--- config.mk ---
export PLATFORM = sky130hd
export DESIGN_NAME = lpif_txrx_asym_gearbox
export DESIGN_NICKNAME = d
export VERILOG_FILES = /design/src/rtl/lpif_gearbox_pkg.sv /design/src/rtl/lpif_gearbox_rx_align.sv /design/src/rtl/lpif_txrx_asym_gearbox.sv
export SDC_FILE = /design/constraint.sdc
export NUM_CORES = 1
export LEC_CHECK = 0
export CAP_MARGIN = 20
export CORE_MARGIN = 3
export CORE_UTILIZATION = 45
export DETAILED_ROUTE_END_ITERATION = 12
export PLACE_DENSITY = 0.76
export SYNTH_ARGS = -nofsm -noshare
export SYNTH_HDL_FRONTEND = slang
export SYNTH_HIERARCHICAL = 1
export SYNTH_SLANG_ARGS = --single-unit
--- constraint.sdc ---
create_clock -name clk_wr -period 4.5 [get_ports clk_wr]
set_input_delay 0.9 -clock clk_wr [delete_from_list [all_inputs] [get_ports clk_wr]]
set_output_delay 0.9 -clock clk_wr [all_outputs]
set_load 0.1 [all_outputs]
--- src/rtl/lpif_gearbox_pkg.sv ---
// Width helpers, packed-field offsets and TX state type for the LPIF gearbox.
// Latency: n/a (package only).
// Backpressure: n/a (package only).
// Packed beat layout, LSB first: state[3:0], protid[1:0], data, dvalid, crc, crc_valid, valid.
// LPIF_GEARBOX_PARITY_EN adds one even-parity bit to every link word.
package lpif_gearbox_pkg;

  typedef enum logic {IDLE = 1'b0, SEND = 1'b1} tx_state_e;

  // Offsets of the fields that do not depend on the data width.
  localparam int OFF_STATE  = 0;
  localparam int OFF_PROTID = 4;
  localparam int OFF_DATA   = 6;

  function automatic int crc_w(input int dw);
    return dw / 16;
  endfunction

  function automatic int total_w(input int dw);
    return 9 + dw + crc_w(dw);
  endfunction

  function automatic int phase_w(input int dw, input int ratio);
    return (total_w(dw) + ratio - 1) / ratio;
  endfunction

  function automatic int ll_w(input int dw, input int ratio);
`ifdef LPIF_GEARBOX_PARITY_EN
    return phase_w(dw, ratio) + 2;
`else
    return phase_w(dw, ratio) + 1;
`endif
  endfunction

  function automatic int ph_cnt_w(input int ratio);
    return (ratio > 1) ? $clog2(ratio) : 1;
  endfunction

  // Offsets of the fields that sit above the data bus.
  function automatic int off_dvalid(input int dw);
    return OFF_DATA + dw;
  endfunction

  function automatic int off_crc(input int dw);
    return off_dvalid(dw) + 1;
  endfunction

  function automatic int off_crc_valid(input int dw);
    return off_crc(dw) + crc_w(dw);
  endfunction

  function automatic int off_valid(input int dw);
    return off_crc_valid(dw) + 1;
  endfunction

endpackage

--- src/rtl/lpif_gearbox_rx_align.sv ---
// RX realignment: collects RATIO marker-tagged link words into one packed beat.
// Latency: beat/beat_vld register one cycle after the last phase word; align_err one cycle after the bad word.
// Backpressure: none; every valid word is consumed in its cycle.
// Ports: clk/rst_n (sync active-low), word_vld/word (link word in),
//        beat/beat_vld (assembled beat + pulse), align_err (sequence or parity violation pulse).
// LPIF_GEARBOX_PARITY_EN: checks even parity over the whole word and drops the partial beat on error.
module lpif_gearbox_rx_align
  import lpif_gearbox_pkg::*;
#(
  parameter int PW    = 73,
  parameter int RATIO = 2,
  parameter int LL_W  = 74
) (
  input  logic                  clk,
  input  logic                  rst_n,
  input  logic                  word_vld,
  input  logic [LL_W-1:0]       word,
  output logic [RATIO*PW-1:0]   beat,
  output logic                  beat_vld,
  output logic                  align_err
);

  localparam int PKW = RATIO * PW;
  localparam int PHW = ph_cnt_w(RATIO);
  localparam logic [PHW-1:0] PH_LAST = PHW'(RATIO - 1);

  logic [PHW-1:0] rx_ph;
  logic [PHW-1:0] eff_ph;
  logic [PKW-1:0] asm_q;
  logic [PKW-1:0] asm_nxt;
  logic           marker;
  logic           par_ok;
  logic           seq_err;
  logic           take;
  logic           last;

  always_comb begin
    marker = word[PW];
`ifdef LPIF_GEARBOX_PARITY_EN
    par_ok = ~^word;
`else
    par_ok = 1'b1;
`endif
    // A marker always restarts assembly at phase 0, even mid-beat.
    eff_ph  = marker ? '0 : rx_ph;
    seq_err = marker ? (rx_ph != '0) : (rx_ph == '0);
    take    = word_vld & par_ok & (marker | (rx_ph != '0));
    last    = (eff_ph == PH_LAST);
    asm_nxt = asm_q;
    asm_nxt[int'(eff_ph) * PW +: PW] = word[PW-1:0];
  end

  always_ff @(posedge clk) begin
    if (!rst_n) begin
      rx_ph     <= '0;
      asm_q     <= '0;
      beat      <= '0;
      beat_vld  <= 1'b0;
      align_err <= 1'b0;
    end else begin
      beat_vld  <= 1'b0;
      align_err <= word_vld & (seq_err | ~par_ok);
      if (word_vld & ~par_ok) begin
        rx_ph <= '0;
      end else if (take) begin
        asm_q <= asm_nxt;
        if (last) begin
          beat     <= asm_nxt;
          beat_vld <= 1'b1;
          rx_ph    <= '0;
        end else begin
          rx_ph <= eff_ph + PHW'(1);
        end
      end
    end
  end

endmodule

--- src/rtl/lpif_txrx_asym_gearbox.sv ---
// LPIF <-> logic-link gearbox: serialises one LPIF beat into RATIO link words and reassembles the reverse direction.
// Latency: TX phase 0 one cycle after acceptance; RX beat one cycle after its last phase word.
// Backpressure: TX words stall on txfifo_downstream_ready and dstrm_ready stays low until the last phase leaves; RX has none.
// Ports: clk_wr/rst_wr_n (sync active-low), dstrm_* (LPIF beat in, valid/ready), txfifo_downstream_* (link word out),
//        rxfifo_upstream_* (link word in), ustrm_* + ustrm_beat_vld (registered beat out), rx_align_err.
// LPIF_GEARBOX_PARITY_EN: adds an even-parity bit at position PW+1 of every link word.
module lpif_txrx_asym_gearbox
  import lpif_gearbox_pkg::*;
#(
  parameter  int LPIF_DATA_WIDTH = 128,
  parameter  int RATIO           = 2,
  localparam int CW              = LPIF_DATA_WIDTH / 16,
  localparam int PW              = phase_w(LPIF_DATA_WIDTH, RATIO),
  localparam int LL_W            = ll_w(LPIF_DATA_WIDTH, RATIO)
) (
  input  logic                       clk_wr,
  input  logic                       rst_wr_n,
  input  logic [3:0]                 dstrm_state,
  input  logic [1:0]                 dstrm_protid,
  input  logic [LPIF_DATA_WIDTH-1:0] dstrm_data,
  input  logic                       dstrm_dvalid,
  input  logic [CW-1:0]              dstrm_crc,
  input  logic                       dstrm_crc_valid,
  input  logic                       dstrm_valid,
  output logic                       dstrm_ready,
  output logic [LL_W-1:0]            txfifo_downstream_data,
  output logic                       txfifo_downstream_vld,
  input  logic                       txfifo_downstream_ready,
  input  logic [LL_W-1:0]            rxfifo_upstream_data,
  input  logic                       rxfifo_upstream_vld,
  output logic [3:0]                 ustrm_state,
  output logic [1:0]                 ustrm_protid,
  output logic [LPIF_DATA_WIDTH-1:0] ustrm_data,
  output logic                       ustrm_dvalid,
  output logic [CW-1:0]              ustrm_crc,
  output logic                       ustrm_crc_valid,
  output logic                       ustrm_valid,
  output logic                       ustrm_beat_vld,
  output logic                       rx_align_err
);

  localparam int TOTAL = total_w(LPIF_DATA_WIDTH);
  localparam int PKW   = RATIO * PW;
  localparam int PHW   = ph_cnt_w(RATIO);
  localparam int O_DV  = off_dvalid(LPIF_DATA_WIDTH);
  localparam int O_CRC = off_crc(LPIF_DATA_WIDTH);
  localparam int O_CV  = off_crc_valid(LPIF_DATA_WIDTH);
  localparam int O_V   = off_valid(LPIF_DATA_WIDTH);
  localparam logic [PHW-1:0] PH_LAST = PHW'(RATIO - 1);

  tx_state_e      tx_state;
  tx_state_e      tx_state_nxt;
  logic [PHW-1:0] tx_ph;
  logic [PKW-1:0] tx_hold;
  logic [PKW-1:0] din_packed;
  logic [PKW-1:0] rx_beat;
  logic           tx_last;
  logic           tx_adv;
  logic           accept;

  // Link word for phase ph: payload slice, marker on phase 0, optional parity on top.
  function automatic logic [LL_W-1:0] phase_word(input logic [PKW-1:0] pk, input logic [PHW-1:0] ph);
    logic [PW:0] w;
    w = {ph == '0, pk[int'(ph) * PW +: PW]};
`ifdef LPIF_GEARBOX_PARITY_EN
    return {^w, w};
`else
    return w;
`endif
  endfunction

  always_comb begin
    din_packed                       = '0;
    din_packed[OFF_STATE +: 4]       = dstrm_state;
    din_packed[OFF_PROTID +: 2]      = dstrm_protid;
    din_packed[OFF_DATA +: LPIF_DATA_WIDTH] = dstrm_data;
    din_packed[O_DV]                 = dstrm_dvalid;
    din_packed[O_CRC +: CW]          = dstrm_crc;
    din_packed[O_CV]                 = dstrm_crc_valid;
    din_packed[O_V]                  = dstrm_valid;
  end

  assign tx_last = (tx_ph == PH_LAST);
  // Ready is open in IDLE, or in the cycle the final phase drains so beats go back-to-back.
  assign dstrm_ready = rst_wr_n & ((tx_state == IDLE) |
                                   ((tx_state == SEND) & tx_last & txfifo_downstream_ready));
  assign accept = dstrm_valid & dstrm_ready;
  assign txfifo_downstream_vld = (tx_state == SEND);
  assign tx_adv = (tx_state == SEND) & txfifo_downstream_ready & ~tx_last;

  always_comb begin
    tx_state_nxt = tx_state;
    case (tx_state)
      IDLE: if (accept) tx_state_nxt = SEND;
      SEND: if (tx_last & txfifo_downstream_ready) tx_state_nxt = accept ? SEND : IDLE;
      default: tx_state_nxt = IDLE;
    endcase
  end

  always_ff @(posedge clk_wr) begin
    if (!rst_wr_n) tx_state <= IDLE;
    else           tx_state <= tx_state_nxt;
  end

  // Output word is registered; the next phase is loaded as the current one is taken.
  always_ff @(posedge clk_wr) begin
    if (!rst_wr_n) begin
      tx_ph                  <= '0;
      tx_hold                <= '0;
      txfifo_downstream_data <= '0;
    end else if (accept) begin
      tx_hold                <= din_packed;
      tx_ph                  <= '0;
      txfifo_downstream_data <= phase_word(din_packed, '0);
    end else if (tx_adv) begin
      tx_ph                  <= tx_ph + PHW'(1);
      txfifo_downstream_data <= phase_word(tx_hold, tx_ph + PHW'(1));
    end
  end

  lpif_gearbox_rx_align #(
    .PW    (PW),
    .RATIO (RATIO),
    .LL_W  (LL_W)
  ) u_rx_align (
    .clk       (clk_wr),
    .rst_n     (rst_wr_n),
    .word_vld  (rxfifo_upstream_vld),
    .word      (rxfifo_upstream_data),
    .beat      (rx_beat),
    .beat_vld  (ustrm_beat_vld),
    .align_err (rx_align_err)
  );

  assign ustrm_state     = rx_beat[OFF_STATE +: 4];
  assign ustrm_protid    = rx_beat[OFF_PROTID +: 2];
  assign ustrm_data      = rx_beat[OFF_DATA +: LPIF_DATA_WIDTH];
  assign ustrm_dvalid    = rx_beat[O_DV];
  assign ustrm_crc       = rx_beat[O_CRC +: CW];
  assign ustrm_crc_valid = rx_beat[O_CV];
  assign ustrm_valid     = rx_beat[O_V];

  // Zero padding above the last field carries no information.
  if (PKW > TOTAL) begin : g_pad
    logic unused_pad;
    assign unused_pad = ^rx_beat[PKW-1:TOTAL];
  end

endmodule

# Yosys cells after proc, flatten, opt, wreduce, memory -nomap -nowiden
# Index checks and enable logic that the tools add are counted.
dict set report classes {
  add_sub_neg 3
  multipliers 2
  div_mod_pow 0
  n_lt_le_gt_ge 0
  eq_ne 0
  shift 3
  muxes 10
  bitwise_logic 16
  n_reduce_logical 4
}
# operator count
set ops {}
lappend ops {{74-bit 2-to-1 mux} 2}
lappend ops {{146-bit bitwise mux} 1}
lappend ops {{73-bit by 33-bit variable shift with 146-bit output, first input constant} 1}
lappend ops {{146-bit by 9-bit variable part select with 73-bit output} 1}
lappend ops {{73-bit by 33-bit variable part select with 146-bit output} 1}
lappend ops {{32-bit negation with 33-bit output} 1}
lappend ops {{1-bit by 7-bit multiplier with 8-bit output, second input constant} 2}
lappend ops {{1-bit bitwise AND} 9}
lappend ops {{1-bit 2-to-1 mux} 6}
lappend ops {{1-bit NOT} 5}
lappend ops {{2-bit AND reduction} 2}
lappend ops {{1-bit adder, second input constant} 2}
lappend ops {{1-bit bitwise OR} 2}
lappend ops {{1-bit case mux with 2 select lines} 1}
lappend ops {{2-bit nonzero test} 1}
lappend ops {{2-bit OR reduction} 1}
dict set report word_totals {
  regBits 515
  latchBits 0
  ramBits 0
  rom_bits 0
  memories 0
}

# Depth between registers and ports, before layout
# Gate-level depths: netlist of run 1.
dict set report logic_depth {
  ltp_word 8
  ltp_mapped 7
  depth_no_buf 5
}

# Hierarchy
# The synthesis of run 1 kept the hierarchy.
# mod n_inst cells_each area_per_inst_um2 seq_area_each_um2
set modules_own_cells {}
lappend modules_own_cells {lpif_gearbox_rx_align 1 917 8748.4 4504.3}
lappend modules_own_cells {lpif_txrx_asym_gearbox 1 767 6551.3 2962.8}

# Worst setup path after synthesis of run 1
# No wires, ideal clock.
dict set report synth_path {
  path_type {reg-to-output}
  startpoint {register tx_state (netlist: txfifo_downstream_vld)}
  endpoint {output port dstrm_ready}
  arrival_time_ns 2.574
  required_ns 3.600
  path_slack_ns 1.026
  path_stages_with_launch 5
  n_path_buf 2
  cell_sequence {dfxtp_1 a21boi_2 buf_4 clkbuf_1 nor2_1}
}
dict set report synth_between {
  elab_chain_cells 4
  word_cells_on_any_way 5
}
# element line_no
set synth_rtl {}
lappend synth_rtl {{start, declared} lpif_txrx_asym_gearbox.sv:51} ;# tx_state_e tx_state;
lappend synth_rtl {{start signal, assigned} lpif_txrx_asym_gearbox.sv:102} ;# else tx_state <= tx_state_nxt;
lappend synth_rtl {{1-bit bitwise AND (2 in series)} lpif_txrx_asym_gearbox.sv:86} ;# ((tx_state == SEND) & tx_last & txfifo_downstream_ready));
lappend synth_rtl {{1-bit bitwise OR *} lpif_txrx_asym_gearbox.sv:85} ;# assign dstrm_ready = rst_wr_n & ((tx_state == IDLE) |
lappend synth_rtl {{1-bit bitwise AND *} lpif_txrx_asym_gearbox.sv:85}
lappend synth_rtl {{end, declared} lpif_txrx_asym_gearbox.sv:25} ;# output logic dstrm_ready,
# Mark *: on every way between the ends. The rest lies on a longest branch, timed or not.

# Final worst setup path of run 1
dict set report layout_path {
  startpoint {register txfifo_downstream_data[66]}
  endpoint {output port txfifo_downstream_data[66]}
}
# element line_no
set layout_lines {}
lappend layout_lines {{start, declared} lpif_txrx_asym_gearbox.sv:26} ;# output logic [LL_W-1:0] txfifo_downstream_data,
lappend layout_lines {{start signal, assigned} lpif_txrx_asym_gearbox.sv:114} ;# txfifo_downstream_data <= phase_word(din_packed, '0);
lappend layout_lines {{start signal, assigned} lpif_txrx_asym_gearbox.sv:117} ;# txfifo_downstream_data <= phase_word(tx_hold, tx_ph + PHW'(1));
# No word-level cell between the ends.

==> results of run 1 <==
## metal layers
layer,track usage [%],vias up
met2,41.3,495
li1,-,6557
met3,8.37,106
met1,30.5,6496
met4,10.3,2
met5,0,-
## sequential cells by signal, summed over array words and instances, names as in the netlist
| register | count |
|---|---|
| tx_hold | 72 |
| tx_last | 1 |
| txfifo_downstream_data | 74 |
| txfifo_downstream_vld | 1 |
| u_rx_align/align_err | 1 |
| u_rx_align/asm_q | 76 |
| u_rx_align/beat | 145 |
| u_rx_align/beat_vld | 1 |
| u_rx_align/rx_ph | 1 |
## worst max-delay path by stage
stage	cells past startpoint	slack, ns	startpoint	to
2_1_floorplan	4	1.03	txfifo_downstream_vld$_SDFF_PN0_	dstrm_ready
3_3_place_gp	6	1.19	rxfifo_upstream_data[73]	u_rx_align/beat[16]$_SDFFE_PN0P_
3_5_place_dp	6	1.13	rxfifo_upstream_data[73]	u_rx_align/beat[27]$_SDFFE_PN0P_
4_1_cts	1	1.37	txfifo_downstream_data[66]$_SDFFE_PN0P_	txfifo_downstream_data[66]
5_1_grt	4	1.36	rst_wr_n	dstrm_ready
6_report	1	1.43	txfifo_downstream_data[66]$_SDFFE_PN0P_	txfifo_downstream_data[66]
## cell type report
class | count | area [um2] | share of cell area (%)
flip-flops and latches | 372 | 7450 | 35.5
multi-input cells | 1119 | 6920 | 33.0
repair buffers | 467 | 4720 | 22.5
clock buffers | 55 | 1140 | 5.42
well taps | 442 | 553 | 2.63
clock inverters | 19 | 203 | 0.965
inverters | 6 | 23.8 | 0.113
## stage by stage
step                      instance area, um2  power, mW  hold WS [ns]
after floorplan                        15300       4.59         0.423
after global placement                 19600       5.05         0.430
after detailed placement               19600       5.07         0.436
after CTS                              21000       8.40         0.446
after global routing                   21000       8.63         0.468
final                                  21000       8.34         0.443
## power breakdown
group / internal (mW) / switching [mW] / total, mW
combinational: 0.483 / 0.987 / 1.47
sequential: 3.45 / 0.0845 / 3.54
clock: 1.96 / 1.37 / 3.33
==> impl_metrics.prom, run 1 <==
# TYPE chip_impl_metric gauge
chip_impl_metric{name="grt_antenna_before_repair",unit=""} 1
chip_impl_metric{name="preCtsSetupSlack",unit="ns"} 1.13
chip_impl_metric{name="vdd.ir_drop.worst",unit="mV"} 0.347
chip_impl_metric{name="num_rows",unit=""} 66
chip_impl_metric{name="cts.reportedPaths.clkPinSlew",unit="ns"} 0.06
chip_impl_metric{name="final_report_setup_violation_count",unit=""} 0
chip_impl_metric{name="met2_length",unit="um"} 22300
chip_impl_info{name="top_signal_layer_used",value="met5"} 1
chip_impl_info{name="outcome",value="finished, final reports clean"} 1
chip_impl_info{name="timing.critical_path.cells",value="clkdlybuf4s50_1"} 1
chip_impl_metric{name="clock_sink_count",unit=""} 372
chip_impl_info{name="min_delay_worst_endpoint",value="tx_hold[144]$_SDFFE_PN0P_"} 1
chip_impl_metric{name="total_grt_overflow",unit=""} 0
chip_impl_metric{name="num_io_pins",unit=""} 446
chip_impl_metric{name="path_max_fanout",unit=""} 2
chip_impl_metric{name="n_antenna_cell",unit=""} 0
chip_impl_metric{name="place.detailed.instances",unit=""} 2404
chip_impl_metric{name="timing.max_cap.violations",unit=""} 0
chip_impl_metric{name="totalWireLength",unit="um"} 48200
chip_impl_metric{name="worst_ep_arrival_time",unit="ns"} 2.17
chip_impl_metric{name="worst_case_clock_buffer_depth",unit=""} 3
chip_impl_metric{name="ys.warnings.count",unit=""} 6
chip_impl_metric{name="design.die.area",unit="mm2"} 0.0362
chip_impl_metric{name="htree_levels",unit=""} 2
chip_impl_metric{name="holdBufCountCts",unit=""} 0
chip_impl_info{name="worst-setup-path-type",value="reg -> out"} 1
chip_impl_info{name="tritoncts",value="yes"} 1
chip_impl_info{name="endpoint_of_the_most_critical_register_to_register_path",value="u_rx_align/beat[27]$_SDFFE_PN0P_"} 1
chip_impl_metric{name="cts.repair_timing.setup_buffer_count",unit=""} 0
chip_impl_info{name="timing.critical_path.max_delay_family",value="buffers and inverters"} 1
chip_impl_metric{name="chipWidth",unit="um"} 190
chip_impl_metric{name="p_leak",unit="nW"} 7.54
chip_impl_metric{name="synth_cells",unit=""} 1681
chip_impl_metric{name="final_cells",unit=""} 2480
chip_impl_metric{name="cp_num_buf_inv",unit=""} 1
chip_impl_metric{name="gpl.final_weighted_congestion",unit=""} 0.844
chip_impl_metric{name="die_height",unit="um"} 190
chip_impl_metric{name="layout_fillers",unit=""} 2634
chip_impl_metric{name="timing_max_transition_violations_final",unit=""} 0
chip_impl_metric{name="min_period_over_period",unit="%"} 68.2
chip_impl_metric{name="detailroute.via_count",unit=""} 13700
chip_impl_info{name="timing.rr.start",value="u_rx_align/rx_ph$_SDFFE_PN0P_"} 1
chip_impl_metric{name="fraction_of_final_layout_cells_with_drive_strength_greater_than_1",unit="%"} 7.41
chip_impl_info{name="mostFrequentLayoutCells",value="nand2_1 (512), clkdlybuf4s50_1 (443), dfxtp_1 (372)"} 1
chip_impl_info{name="setup_repair_after_global_routing_missed_its_margin",value="false"} 1
chip_impl_metric{name="insertion_delay",unit="ns"} 0.54
chip_impl_metric{name="critPathMaxStageDelay",unit="ns"} 1.27
chip_impl_metric{name="drc",unit=""} 0
chip_impl_metric{name="postSynthNetCount",unit=""} 1907
chip_impl_metric{name="r2r_cells",unit=""} 4
chip_impl_info{name="critical_path.endpoint_type",value="output port"} 1
chip_impl_metric{name="starting_density",unit="%"} 46.3
chip_impl_info{name="mostFrequentLayoutCell",value="nand2_1"} 1
chip_impl_info{name="cts_root_buffer",value="clkbuf_16"} 1
chip_impl_metric{name="slew_headroom",unit="%"} 23.0
chip_impl_metric{name="route.met3.wl",unit="um"} 4600
chip_impl_metric{name="coreArea",unit="mm2"} 0.0329
chip_impl_metric{name="post-dp-hpwl",unit="um"} 31100
chip_impl_metric{name="post_cts_resize_count",unit=""} 0
chip_impl_metric{name="synthToLayoutAreaGrowth",unit="%"} 37.6
chip_impl_metric{name="power-per-cell-area",unit="mW/mm2"} 397
chip_impl_metric{name="fmax",unit="MHz"} 326
chip_impl_info{name="holdCritStartpoint",value="tx_hold[144]$_SDFFE_PN0P_"} 1
chip_impl_metric{name="hold_path_depth",unit=""} 2
chip_impl_metric{name="grt_pass1_wl",unit="um"} 74100
chip_impl_info{name="worst_path_max_delay_cell",value="clkdlybuf4s50_1"} 1
chip_impl_metric{name="cts-buffers-inserted",unit=""} 40
chip_impl_info{name="setup.worst_path.start_class",value="flop"} 1
chip_impl_metric{name="cp.required",unit="ns"} 3.60
chip_impl_metric{name="drt-wirelength-per-cell",unit="um"} 19.4
chip_impl_metric{name="finalHoldViolCount",unit=""} 0
chip_impl_metric{name="grt_start_max_net_pins",unit=""} 262
chip_impl_metric{name="drt_pass1_iterations",unit=""} 5
chip_impl_metric{name="netlist_area_pre_place",unit="mm2"} 0.0153
chip_impl_metric{name="first_global_vias",unit=""} 13500
chip_impl_metric{name="setup_total_negative_slack",unit="ns"} 0
chip_impl_metric{name="drt-vias-per-instance",unit=""} 5.51
chip_impl_info{name="holdCritPathClass",value="reg -> reg"} 1
chip_impl_metric{name="post-route-util",unit="%"} 63.7
chip_impl_metric{name="post_synth.cell_area_avg",unit="um2"} 9.08
chip_impl_metric{name="setup.reg_to_reg.worst_slack",unit="ns"} 2.20
chip_impl_metric{name="worst_clock_skew",unit="ns"} 0.0133
chip_impl_metric{name="detail-route-antenna-nets",unit=""} 0
chip_impl_metric{name="worst_pin_slew",unit="ns"} 1.16
chip_impl_metric{name="shortest_clock_period_the_worst_path_allows_after_layout",unit="ns"} 3.07
chip_impl_metric{name="detailedRoute.firstIterationViolations",unit=""} 853
chip_impl_metric{name="place.port_buffers",unit=""} 445
chip_impl_metric{name="track_usage",unit="%"} 25.2
chip_impl_metric{name="worst_case_setup_margin_in_the_final_layout",unit="ns"} 1.43
chip_impl_metric{name="final_net_count",unit=""} 2232
chip_impl_metric{name="met1Wirelength",unit="um"} 19300
(Power assumes the default switching activity.)
==> inputs of run 2 (changes only) <==
- clock period: 4.5 -> 2.9 ns (I/O delays scaled with it)
==> run 2 against run 1 <==
Compared with the run above: total power rose by 57%; sequential share of layout area rose by 0.51 points; global-route usage is 0.56 points lower; highest routed layer unchanged; largest power group unchanged; cell count grew 0.69%.
==> impl_metrics.prom, run 2 (same netlist as run 1, synthesis figures left out) <==
# TYPE chip_impl_metric gauge
chip_impl_metric{name="worst_pin_slew",unit="ns"} 0.726
chip_impl_metric{name="preCtsSetupSlack",unit="ns"} 0.376
chip_impl_info{name="holdCritStartpoint",value="tx_hold[144]$_SDFFE_PN0P_"} 1
chip_impl_metric{name="worst_case_clock_buffer_depth",unit=""} 3
chip_impl_metric{name="track_usage",unit="%"} 24.6
chip_impl_metric{name="first_global_vias",unit=""} 13300
chip_impl_info{name="top_regs",value="u_rx_align/beat x145, u_rx_align/asm_q x76, txfifo_downstream_data x74"} 1
chip_impl_metric{name="timing.max_cap.violations",unit=""} 0
chip_impl_info{name="mostFrequentLayoutCells",value="nand2_1 (512), dfxtp_1 (372), buf_4 (239)"} 1
chip_impl_metric{name="drt_pass1_iterations",unit=""} 5
chip_impl_metric{name="post_cts_resize_count",unit=""} 0
chip_impl_metric{name="worst_ep_arrival_time",unit="ns"} 1.71
chip_impl_metric{name="design.die.area",unit="mm2"} 0.0362
chip_impl_info{name="outcome",value="finished, final reports clean"} 1
chip_impl_metric{name="drc",unit=""} 0
chip_impl_info{name="cts_root_buffer",value="clkbuf_16"} 1
chip_impl_metric{name="detailroute.via_count",unit=""} 13700
chip_impl_metric{name="total_grt_overflow",unit=""} 0
chip_impl_metric{name="slew_headroom",unit="%"} 51.6
chip_impl_info{name="worst-setup-path-type",value="in -> out"} 1
chip_impl_metric{name="p_leak",unit="nW"} 8.07
chip_impl_info{name="critical_path.endpoint_type",value="output port"} 1
chip_impl_metric{name="detail-route-antenna-nets",unit=""} 0
chip_impl_metric{name="min_period_over_period",unit="%"} 79.0
chip_impl_info{name="worstSetupStartpoint",value="txfifo_downstream_ready"} 1
chip_impl_metric{name="num_io_pins",unit=""} 446
chip_impl_metric{name="totalWireLength",unit="um"} 47300
chip_impl_metric{name="starting_density",unit="%"} 46.3
chip_impl_metric{name="totalPowerFinal",unit="mW"} 13.0
chip_impl_metric{name="cts.reportedPaths.clkPinSlew",unit="ns"} 0.06
chip_impl_metric{name="post-route-util",unit="%"} 62.8
chip_impl_metric{name="worst_clock_skew",unit="ns"} 0.0147
chip_impl_metric{name="detailedRoute.firstIterationViolations",unit=""} 724
chip_impl_metric{name="place.port_buffers",unit=""} 445
chip_impl_info{name="tritoncts",value="yes"} 1
chip_impl_metric{name="holdBufCountCts",unit=""} 0
chip_impl_metric{name="drt-vias-per-instance",unit=""} 5.50
chip_impl_metric{name="cts.repair_timing.setup_buffer_count",unit=""} 0
chip_impl_metric{name="grt_start_max_net_pins",unit=""} 145
chip_impl_metric{name="coreArea",unit="mm2"} 0.0329
chip_impl_info{name="setup_repair_after_global_routing_missed_its_margin",value="false"} 1
chip_impl_metric{name="cts-buffers-inserted",unit=""} 41
chip_impl_metric{name="final_net_count",unit=""} 2243
chip_impl_metric{name="shortest_clock_period_the_worst_path_allows_after_layout",unit="ns"} 2.29
chip_impl_metric{name="insertion_delay",unit="ns"} 0.54
chip_impl_metric{name="grt_antenna_before_repair",unit=""} 7
chip_impl_metric{name="num_rows",unit=""} 66
chip_impl_metric{name="layout.cell_area.non_filler",unit="mm2"} 0.0207
chip_impl_metric{name="die_height",unit="um"} 190
chip_impl_info{name="mostFrequentLayoutCell",value="nand2_1"} 1
chip_impl_metric{name="largest_reg_flops",unit=""} 145
chip_impl_metric{name="htree_levels",unit=""} 2
chip_impl_metric{name="post_dp_cell_area",unit="mm2"} 0.0193
chip_impl_metric{name="drt-wirelength-per-cell",unit="um"} 19.0
chip_impl_metric{name="setup_total_negative_slack",unit="ns"} 0
chip_impl_metric{name="fraction_of_final_layout_cells_with_drive_strength_greater_than_1",unit="%"} 18.7
chip_impl_metric{name="synthToLayoutAreaGrowth",unit="%"} 35.6
chip_impl_metric{name="timing_max_transition_violations_final",unit=""} 0
chip_impl_metric{name="path_max_fanout",unit=""} 5
chip_impl_metric{name="fmax",unit="MHz"} 437
chip_impl_metric{name="gpl.final_weighted_congestion",unit=""} 0.825
chip_impl_metric{name="final_report_setup_violation_count",unit=""} 0
chip_impl_info{name="holdCritPathClass",value="reg -> reg"} 1
chip_impl_info{name="timing.rr.start",value="u_rx_align/rx_ph$_SDFFE_PN0P_"} 1
chip_impl_metric{name="power-per-cell-area",unit="mW/mm2"} 630
chip_impl_metric{name="post-dp-hpwl",unit="um"} 31700
chip_impl_metric{name="worst_case_setup_margin_in_the_final_layout",unit="ns"} 0.609
chip_impl_info{name="largest-register",value="u_rx_align/beat"} 1
chip_impl_metric{name="cp.required",unit="ns"} 2.32
chip_impl_info{name="setup.worst_path.start_class",value="input port"} 1
chip_impl_metric{name="chipWidth",unit="um"} 190
chip_impl_metric{name="finalHoldViolCount",unit=""} 0
chip_impl_metric{name="vdd.ir_drop.worst",unit="mV"} 0.509
chip_impl_metric{name="grt_pass1_wl",unit="um"} 72800
chip_impl_metric{name="clock_sink_count",unit=""} 372
[run 2: final cells by class]
type / instances / area, um2
diodes: 5 / 12.5
repair buffers: 477 / 4340
fillers: 2752 / 12200
clock buffers: 64 / 1250
inverters: 6 / 23.8
multi-input cells: 1119 / 6920
well taps: 442 / 553
clock inverters: 12 / 149
flip-flops and latches: 372 / 7450
[run 2: worst paths after layout]
check / depth (start not counted) / slack [ns] / endpoint
max: 4 / 0.61 / dstrm_ready
min: 2 / 0.45 / tx_hold[144]$_SDFFE_PN0P_
max reg2reg: 5 / 1.07 / u_rx_align/asm_q[35]$_SDFFE_PN0P_
min reg2reg: 2 / 0.45 / tx_hold[144]$_SDFFE_PN0P_
[run 2: power breakdown]
group,total [mW],internal [mW],switching (mW)
combinational,2.26,0.729,1.53
clock,5.30,3.17,2.12
sequential,5.49,5.36,0.135
total,13.0,9.26,3.79
[run 2: metal layers]
layer | vias up | routed length [um] | track usage [%]
met1 | 6572 | 18900 | 29.7
li1 | 6581 | - | -
met5 | - | 27 | 0
met4 | 4 | 1750 | 9.74
met3 | 105 | 4410 | 7.48
met2 | 477 | 22300 | 41.1
[run 2: critical path, cell delays in order]
cell and delay, ns:
clkdlybuf4s50_1 0.60, a21boi_4 0.10, nor2_2 0.20, buf_12 0.21
[run 2: stage by stage]
stage / hold slack [ns] / std cells
after global routing: 0.458 / 2497
final: 0.455 / 2497
after detailed placement: 0.443 / 2416
after global placement: 0.431 / 2416
after CTS: 0.453 / 2492
after floorplan: 0.423 / 1681
